### config.mk
export PLATFORM = sky130hd
export DESIGN_NAME = rtp_result_collector
export DESIGN_NICKNAME = d
export VERILOG_FILES = /design/src/rtl/rtp_collect_pkg.sv /design/src/rtl/rtp_collect_fifo.sv /design/src/rtl/rtp_result_collector.sv
export SDC_FILE = /design/constraint.sdc
export NUM_CORES = 1
export LEC_CHECK = 0
export CORE_ASPECT_RATIO = 0.8
export CORE_MARGIN = 4
export CORE_UTILIZATION = 39
export DETAILED_ROUTE_END_ITERATION = 10
export GPL_ROUTABILITY_DRIVEN = 1
export PLACE_DENSITY_LB_ADDON = 0.1
export SYNTH_ARGS = -nofsm -noshare
export SYNTH_HDL_FRONTEND = slang
export SYNTH_HIERARCHICAL = 1
export SYNTH_SLANG_ARGS = --single-unit
export TNS_END_PERCENT = 30
### constraint.sdc
create_clock -name clock -period 15.8 [get_ports clock]
set_input_delay 3.16 -clock clock [delete_from_list [all_inputs] [get_ports clock]]
set_output_delay 3.16 -clock clock [all_outputs]
set_load 0.005 [all_outputs]
### src/rtl/rtp_collect_pkg.sv
// Shared types for the ray-tracing result collector: run FSM states and record layout.
package rtp_collect_pkg;

    typedef enum logic [1:0] {
        ST_IDLE  = 2'd0,
        ST_RUN   = 2'd1,
        ST_DRAIN = 2'd2,
        ST_DONE  = 2'd3
    } state_e;

    localparam int REC_DATA_W = 32;
    localparam int REC_ID_W   = 32;
    localparam int REC_CH_W   = 4;

    typedef struct packed {
        logic [REC_DATA_W-1:0] hit_t;
        logic [REC_ID_W-1:0]   ray_id;
        logic [REC_CH_W-1:0]   ch;
    } rec_t;

    // Channel index width, never narrower than one bit.
    function automatic int ch_width(input int n);
        return (n > 1) ? $clog2(n) : 1;
    endfunction

endpackage

### src/rtl/rtp_collect_fifo.sv
// Synchronous record FIFO with a registered head; the head holds its last value when empty.
module rtp_collect_fifo #(
    parameter int WIDTH = 8,
    parameter int DEPTH = 8,
    localparam int AW = $clog2(DEPTH)
) (
    input  logic             clock,
    input  logic             reset,
    input  logic             push,
    input  logic [WIDTH-1:0] push_data,
    input  logic             pop,
    output logic [WIDTH-1:0] head_data,
    output logic             full,
    output logic             empty,
    output logic [AW:0]      count
);

    logic [WIDTH-1:0] mem_r [DEPTH];
    logic [AW:0]      wr_ptr_r;
    logic [AW:0]      rd_ptr_r;
    logic             do_push_s;
    logic             do_pop_s;
    logic [AW:0]      rd_ptr_nxt_s;
    logic [AW:0]      occ_after_pop_s;

    assign count           = wr_ptr_r - rd_ptr_r;
    assign full            = (count == (AW+1)'(DEPTH));
    assign empty           = (count == {(AW+1){1'b0}});
    assign do_push_s       = push & ~full;
    assign do_pop_s        = pop & ~empty;
    assign rd_ptr_nxt_s    = rd_ptr_r + {{AW{1'b0}}, do_pop_s};
    assign occ_after_pop_s = count - {{AW{1'b0}}, do_pop_s};

    // Storage array write port.
    always_ff @(posedge clock) begin
        if (do_push_s) begin
            mem_r[wr_ptr_r[AW-1:0]] <= push_data;
        end
    end

    // Pointers and head register; a push into an (effectively) empty FIFO bypasses to the head.
    always_ff @(posedge clock or posedge reset) begin
        if (reset) begin
            wr_ptr_r  <= {(AW+1){1'b0}};
            rd_ptr_r  <= {(AW+1){1'b0}};
            head_data <= {WIDTH{1'b0}};
        end else begin
            if (do_push_s) begin
                wr_ptr_r <= wr_ptr_r + (AW+1)'(1);
            end
            if (do_pop_s) begin
                rd_ptr_r <= rd_ptr_nxt_s;
            end
            if (occ_after_pop_s == {(AW+1){1'b0}}) begin
                if (do_push_s) begin
                    head_data <= push_data;
                end
            end else begin
                head_data <= mem_r[rd_ptr_nxt_s[AW-1:0]];
            end
        end
    end

endmodule

### src/rtl/rtp_result_collector.sv
// Multi-channel result collector: round-robin arbitration into a FIFO plus run monitor.
// Optional per-channel accept counters are enabled with RTP_COLLECT_PERCH_CNT_EN.
module rtp_result_collector
    import rtp_collect_pkg::*;
#(
    parameter int NUM_CH     = 2,
    parameter int DATA_W     = 32,
    parameter int ID_W       = 32,
    parameter int FIFO_DEPTH = 8,
    parameter int CNT_W      = 64,
    localparam int CH_W      = ch_width(NUM_CH)
) (
    input  logic                     clock,
    input  logic                     reset,
    input  logic                     io_start,
    input  logic [NUM_CH-1:0]        io_ch_valid,
    output logic [NUM_CH-1:0]        io_ch_ready,
    input  logic [NUM_CH*DATA_W-1:0] io_ch_hitT,
    input  logic [NUM_CH*ID_W-1:0]   io_ch_ray_id,
    input  logic [NUM_CH-1:0]        io_ch_finish,
    output logic                     io_out_valid,
    input  logic                     io_out_ready,
    output logic [DATA_W-1:0]        io_out_hitT,
    output logic [ID_W-1:0]          io_out_ray_id,
    output logic [CH_W-1:0]          io_out_ch,
    output logic                     io_all_finish,
    output logic [CNT_W-1:0]         io_total_cycle,
    output logic [CNT_W-1:0]         io_result_count,
    output logic                     io_overflow
`ifdef RTP_COLLECT_PERCH_CNT_EN
    ,
    output logic [NUM_CH*CNT_W-1:0]  io_ch_count
`endif
);

    localparam int AW    = $clog2(FIFO_DEPTH);
    localparam int REC_W = DATA_W + ID_W + CH_W;

    state_e              state_r;
    logic [NUM_CH-1:0]   finish_latch_r;
    logic [CH_W-1:0]     rr_ptr_r;
    logic [CH_W-1:0]     grant_idx_s;
    logic                grant_valid_s;
    logic                accept_s;
    logic [NUM_CH-1:0]   eligible_s;
    logic [NUM_CH-1:0]   viol_s;
    logic [REC_W-1:0]    push_rec_s;
    logic [REC_W-1:0]    head_rec_s;
    logic                fifo_full_s;
    logic                fifo_empty_s;
    logic [AW:0]         fifo_count_s;

    function automatic logic [CNT_W-1:0] sat_inc(input logic [CNT_W-1:0] v);
        return (&v) ? v : v + CNT_W'(1);
    endfunction

    assign eligible_s = (state_r == ST_RUN) ? (io_ch_valid & ~finish_latch_r) : {NUM_CH{1'b0}};
    assign viol_s     = io_ch_valid & ((state_r == ST_RUN) ? finish_latch_r : {NUM_CH{1'b1}});
    assign accept_s   = grant_valid_s & ~fifo_full_s;
    assign push_rec_s = {io_ch_hitT[int'(grant_idx_s)*DATA_W +: DATA_W],
                         io_ch_ray_id[int'(grant_idx_s)*ID_W +: ID_W],
                         grant_idx_s};

    // Round-robin search starting at the channel after the last accepted one.
    always_comb begin
        grant_valid_s = 1'b0;
        grant_idx_s   = {CH_W{1'b0}};
        for (int k = 0; k < NUM_CH; k++) begin
            logic [CH_W-1:0] idx_v;
            idx_v = CH_W'((int'(rr_ptr_r) + k) % NUM_CH);
            if (!grant_valid_s && eligible_s[idx_v]) begin
                grant_valid_s = 1'b1;
                grant_idx_s   = idx_v;
            end else begin
                grant_valid_s = grant_valid_s;
            end
        end
    end

    // Ready is a one-hot of the grant, suppressed while the FIFO is full.
    always_comb begin
        io_ch_ready = {NUM_CH{1'b0}};
        if (accept_s) begin
            io_ch_ready[grant_idx_s] = 1'b1;
        end else begin
            io_ch_ready = {NUM_CH{1'b0}};
        end
    end

    rtp_collect_fifo #(
        .WIDTH (REC_W),
        .DEPTH (FIFO_DEPTH)
    ) u_fifo (
        .clock     (clock),
        .reset     (reset),
        .push      (accept_s),
        .push_data (push_rec_s),
        .pop       (io_out_ready),
        .head_data (head_rec_s),
        .full      (fifo_full_s),
        .empty     (fifo_empty_s),
        .count     (fifo_count_s)
    );

    assign io_out_valid  = ~fifo_empty_s;
    assign io_out_hitT   = head_rec_s[REC_W-1 -: DATA_W];
    assign io_out_ray_id = head_rec_s[CH_W +: ID_W];
    assign io_out_ch     = head_rec_s[CH_W-1:0];

    // Run FSM with finish latches, counters and protocol-violation flag.
    always_ff @(posedge clock or posedge reset) begin
        if (reset) begin
            state_r         <= ST_IDLE;
            finish_latch_r  <= {NUM_CH{1'b0}};
            rr_ptr_r        <= {CH_W{1'b0}};
            io_all_finish   <= 1'b0;
            io_total_cycle  <= {CNT_W{1'b0}};
            io_result_count <= {CNT_W{1'b0}};
            io_overflow     <= 1'b0;
        end else begin
            case (state_r)
                ST_IDLE, ST_DONE: begin
                    if (io_start) begin
                        state_r         <= ST_RUN;
                        finish_latch_r  <= {NUM_CH{1'b0}};
                        rr_ptr_r        <= {CH_W{1'b0}};
                        io_all_finish   <= 1'b0;
                        io_total_cycle  <= {CNT_W{1'b0}};
                        io_result_count <= {CNT_W{1'b0}};
                        io_overflow     <= 1'b0;
                    end else begin
                        io_overflow <= io_overflow | (|viol_s);
                    end
                end
                ST_RUN: begin
                    io_total_cycle <= sat_inc(io_total_cycle);
                    finish_latch_r <= finish_latch_r | io_ch_finish;
                    io_overflow    <= io_overflow | (|viol_s);
                    if (accept_s) begin
                        io_result_count <= sat_inc(io_result_count);
                        rr_ptr_r        <= (grant_idx_s == CH_W'(NUM_CH - 1)) ?
                                           {CH_W{1'b0}} : grant_idx_s + CH_W'(1);
                    end
                    if (&finish_latch_r) begin
                        state_r <= ST_DRAIN;
                    end
                end
                ST_DRAIN: begin
                    io_total_cycle <= sat_inc(io_total_cycle);
                    finish_latch_r <= finish_latch_r | io_ch_finish;
                    io_overflow    <= io_overflow | (|viol_s);
                    if (fifo_count_s == {(AW+1){1'b0}}) begin
                        state_r       <= ST_DONE;
                        io_all_finish <= 1'b1;
                    end
                end
                default: begin
                    state_r <= ST_IDLE;
                end
            endcase
        end
    end

`ifdef RTP_COLLECT_PERCH_CNT_EN
    // Per-channel accepted-record counters; accepts only happen in RUN, so DONE freezes them.
    always_ff @(posedge clock or posedge reset) begin
        if (reset) begin
            io_ch_count <= {(NUM_CH*CNT_W){1'b0}};
        end else if ((state_r == ST_IDLE || state_r == ST_DONE) && io_start) begin
            io_ch_count <= {(NUM_CH*CNT_W){1'b0}};
        end else if (accept_s) begin
            for (int i = 0; i < NUM_CH; i++) begin
                if (grant_idx_s == CH_W'(i)) begin
                    io_ch_count[i*CNT_W +: CNT_W] <= sat_inc(io_ch_count[i*CNT_W +: CNT_W]);
                end
            end
        end
    end
`endif

endmodule

==> results by stage <==
Outcome:
- The flow ran to the end, and the final reports show no timing, DRC or antenna violations.

Timing:
- The number of hold-slack violations in the final timing report is 0.
- Across all hold checks on the routed design, the worst slack comes to 540 ps.
- The final critical path time including I/O delays and setup is 9150 ps.
- The slew at the pin closest to its max-slew limit is ~1000 ps.
- Setup violations remaining at the end of the flow were counted as 0.
- The fmax is about 110 MHz.
- Measured against its own limit, the worst slew margin works out to between 30% and 40%.
- Setup repair after global routing left no endpoint under its margin.
- For the final routed database, the setup TNS stands at 0 ps.
- The worst path uses 57.9% of the clock period.
- The number of slew-limit violations in the final report is 0.
- For the final database, setup skew stands at around 20 ps.

Drt:
- The highest layer touched by signal routing is met4.
- Wire segments on met3 add up to around 4400 µm in the final route.
- The routed wire length is between 80000 and 90000 µm.
- For this block, wires on met1 add up to 38200 µm.
- The remaining antenna violation count after routing is 0.
- The DRC violation total after the first TritonRoute iteration is ~1600.
- In the routed design, unresolved DRC markers number 0.
- The final route contains between 15000 and 20000 vias.
- The per-cell routed wire length is about 24 µm.
- After detailed routing, the met2 layer carries 41100 µm of wire.
- The first TritonRoute pass finished after 5 iterations.
- The average vias per placed instance is around 5.6.

Synthesis:
- The post-synthesis instance area is between 30000 and 40000 µm².
- The count of mapped cells out of synthesis is 2041.
- The net count after synthesis is 2190.
- The sequential element share of the synthesized area is 65.3%.
- The most used flip-flop cell after synthesis is edfxtp_1.
- The post-synthesis cell type count is 77.
- The number of warnings printed during yosys synthesis is 6.
- The register bit count reported by yosys is 728.
- The post-synthesis average cell area is around 16 µm².
- The number of enable flip-flop cells after synthesis is 520.
- The proportion of synthesized flip-flops having asynchronous set or reset is between 20 and 30%.

Die:
- Measured along the y axis, the die boundary spans 264 µm.
- The effective utilization at floorplan is 39.5%.
- The die outline area is approximately 86000 µm².
- In this run the core area contains between 90 and 100 standard-cell rows.
- The number of top-level design ports is between 300 and 400.
- The horizontal die dimension is about 330 µm.
- The floorplan step defined a core boundary enclosing roughly 81000 µm².

Final layout:
- Of the cells placed in the final design, the portion with a size suffix greater than 1 is 16.2%.
- The area overhead of the layout relative to synthesis is 22.7%.
- The core utilization of the finished layout is around half.
- The library cells used most frequently in the layout, excluding fill and tap cells, are edfxtp_1, clkdlybuf4s50_1, mux2i_1.
- For this run, the post-layout net count is ~2500.
- The most frequent standard cell in the layout excluding fill and tap cells is edfxtp_1.

Placed design:
- The final HPWL from detailed placement is 50900 µm.
- The final weighted congestion in routability-driven placement is between 0.8 and 0.9.
- The number of port buffers is ~330.

Clock network:
- The H-tree was split into 3 levels.
- The number of buffers added to fix hold violations after cts is 0.
- The clock edge transition at the registers on the reported setup and hold paths is 60 ps.
- The clock net sink count is between 700 and 800.
- The longest clock path from root to sink contains 3 buffers.
- The number of resized instances in the post-cts repair step is 0.
- The cell at the root of the clock tree is clkbuf_16.
- The clock buffer count from CTS is 79.
- The TritonCTS clock tree is done.
- The later pin in the worst-skew pair is clocked with a latency of 620 ps.
- The setup fix buffers added after clock tree synthesis is 0.

Pwr:
- In this run the static leakage power is 13.4 nW.
- The final total power is roughly 7.5 mW.
- In this run the power density over the cells is around 190 nW/µm².
- VDD sags by at most 0.232 mV.

Critical path:
- The depth of the most critical reg-to-reg path is 13.
- The launching element type of the critical path is an input port.
- The endpoint class of the critical path is a primary output.
- For flop-to-flop paths, the worst setup slack is approximately 10000 ps.
- The kind of critical path is in2out.
- The worst register-to-register path begins at u_fifo/wr_ptr_r[0].
- The endpoint required time on the critical path is around 13000 ps.
- The maximum fanout along the worst path is 60.
- The reg-to-reg endpoint is u_fifo/mem_r[4][49].
- STA puts the critical path data arrival time at about 6000 ps.

GRT:
- The initial antenna violation count is 3.
- The number of global-route vias before repair is just over 20000.
- Entering global routing, the biggest net connects 102 pins.
- In the global route stage, overall resource usage came out at 19.5%.
- The remaining global-route overflow is 0.
- The wire length of the first global-routing pass is 129000 µm.

Hold path:
- Counting instances, the worst hold path has a depth of 1.
- The worst hold path begins at u_fifo/wr_ptr_r[3].
- The path class of the tightest hold or removal check is reg2reg.
- For hold timing, the worst endpoint is u_fifo/wr_ptr_r[3].

Flow run:
- The max capacitance violation total is 0.
state kept, by name, indices dropped and copies added, names as in the netlist:
name,cells
rr_ptr_r,1
u_fifo/head_data,65
io_total_cycle,64
io_overflow,1
io_result_count,64
finish_latch_r,2
u_fifo/wr_ptr_r,4
io_all_finish,1
u_fifo/rd_ptr_r,4
state_r,2
u_fifo/mem_r,520
critical path: stages:
cell             delay, ps
clkdlybuf4s50_1        430
nand3b_1               180
nor2_1                 100
nor2_4                 560
buf_4                  810
nor2_1                 190
clkdlybuf4s50_1        520
synthesized netlist by cell type (31+ instances only):
cell type    n  area share (%)
o21ai_0     48            0.75
nand3_1     84             1.3
nor3_1      40            0.63
mux2_2      68             2.4
dfrtp_1    208              16
mux2i_1    215             6.7
edfxtp_1   520              49
buf_2       33            0.52
and3_1      38            0.75
mux4_2     130             9.2
nand4_1     47            0.92
a21oi_1     31            0.49
clkbuf_1    61            0.72
nand2_1    113             1.3
nor2_1      64            0.75
routing by layer:
metal | GRT usage [%] | vias up
met5 | 0 | -
met4 | 4.43 | 0
met3 | 3.30 | 102
met2 | 31.4 | 570
met1 | 27.8 | 10400
li1 | - | 8808
how the worst max path moves through the flow:
stage                    from  cells past startpoint            endpoint
3_3_place_gp   io_ch_valid[0]                      7      io_ch_ready[0]
3_5_place_dp   io_ch_valid[0]                      7      io_ch_ready[0]
5_1_grt        io_ch_valid[0]                      7      io_ch_ready[0]
4_1_cts        io_ch_valid[0]                      7      io_ch_ready[0]
2_1_floorplan  io_ch_valid[0]                      6  u_fifo/mem_r[1][0]
6_report       io_ch_valid[0]                      7      io_ch_ready[0]
stage by stage:
stage | instance area [µm²] | worst slack (ps) | std cells
finish | 39100 | 6650 | 3531
global route | 39100 | 6460 | 3531
CTS | 39100 | 6550 | 3530
detailed placement | 36400 | 6560 | 3386
global placement | 36400 | 6630 | 3386
floorplan | 31900 | 5150 | 2041
layout make-up:
| cell class | count | area, µm² |
|---|---|---|
| clock buffers | 111 | 2280 |
| fillers | 6897 | 41600 |
| repair buffers | 369 | 3620 |
| inverters | 26 | 105 |
| well taps | 1092 | 1370 |
| diodes | 1 | 2.50 |
| multi-input cells | 1171 | 10500 |
| clock inverters | 33 | 437 |
| flip-flops and latches | 728 | 20800 |
report_power, final:
part / total, mW / internal, mW / switching [mW]
Clock: 1.93 / 1.17 / 0.758
Combinational: 3.01 / 1.38 / 1.63
Sequential: 2.58 / 2.41 / 0.161
logic make-up (layout without fill, tap and decap cells):
group	after synthesis	after routing	share of synthesized area, %
other cells	0	1	0
fa+ha+maj	13	13	0.534
simple gates	503	503	8.54
compound gates	219	219	4.54
flops	728	728	65.3
mux	414	414	18.4
buf+inv	142	539	2.09
xor+xnor	22	22	0.628
Power figures use the tool's default switching activity.
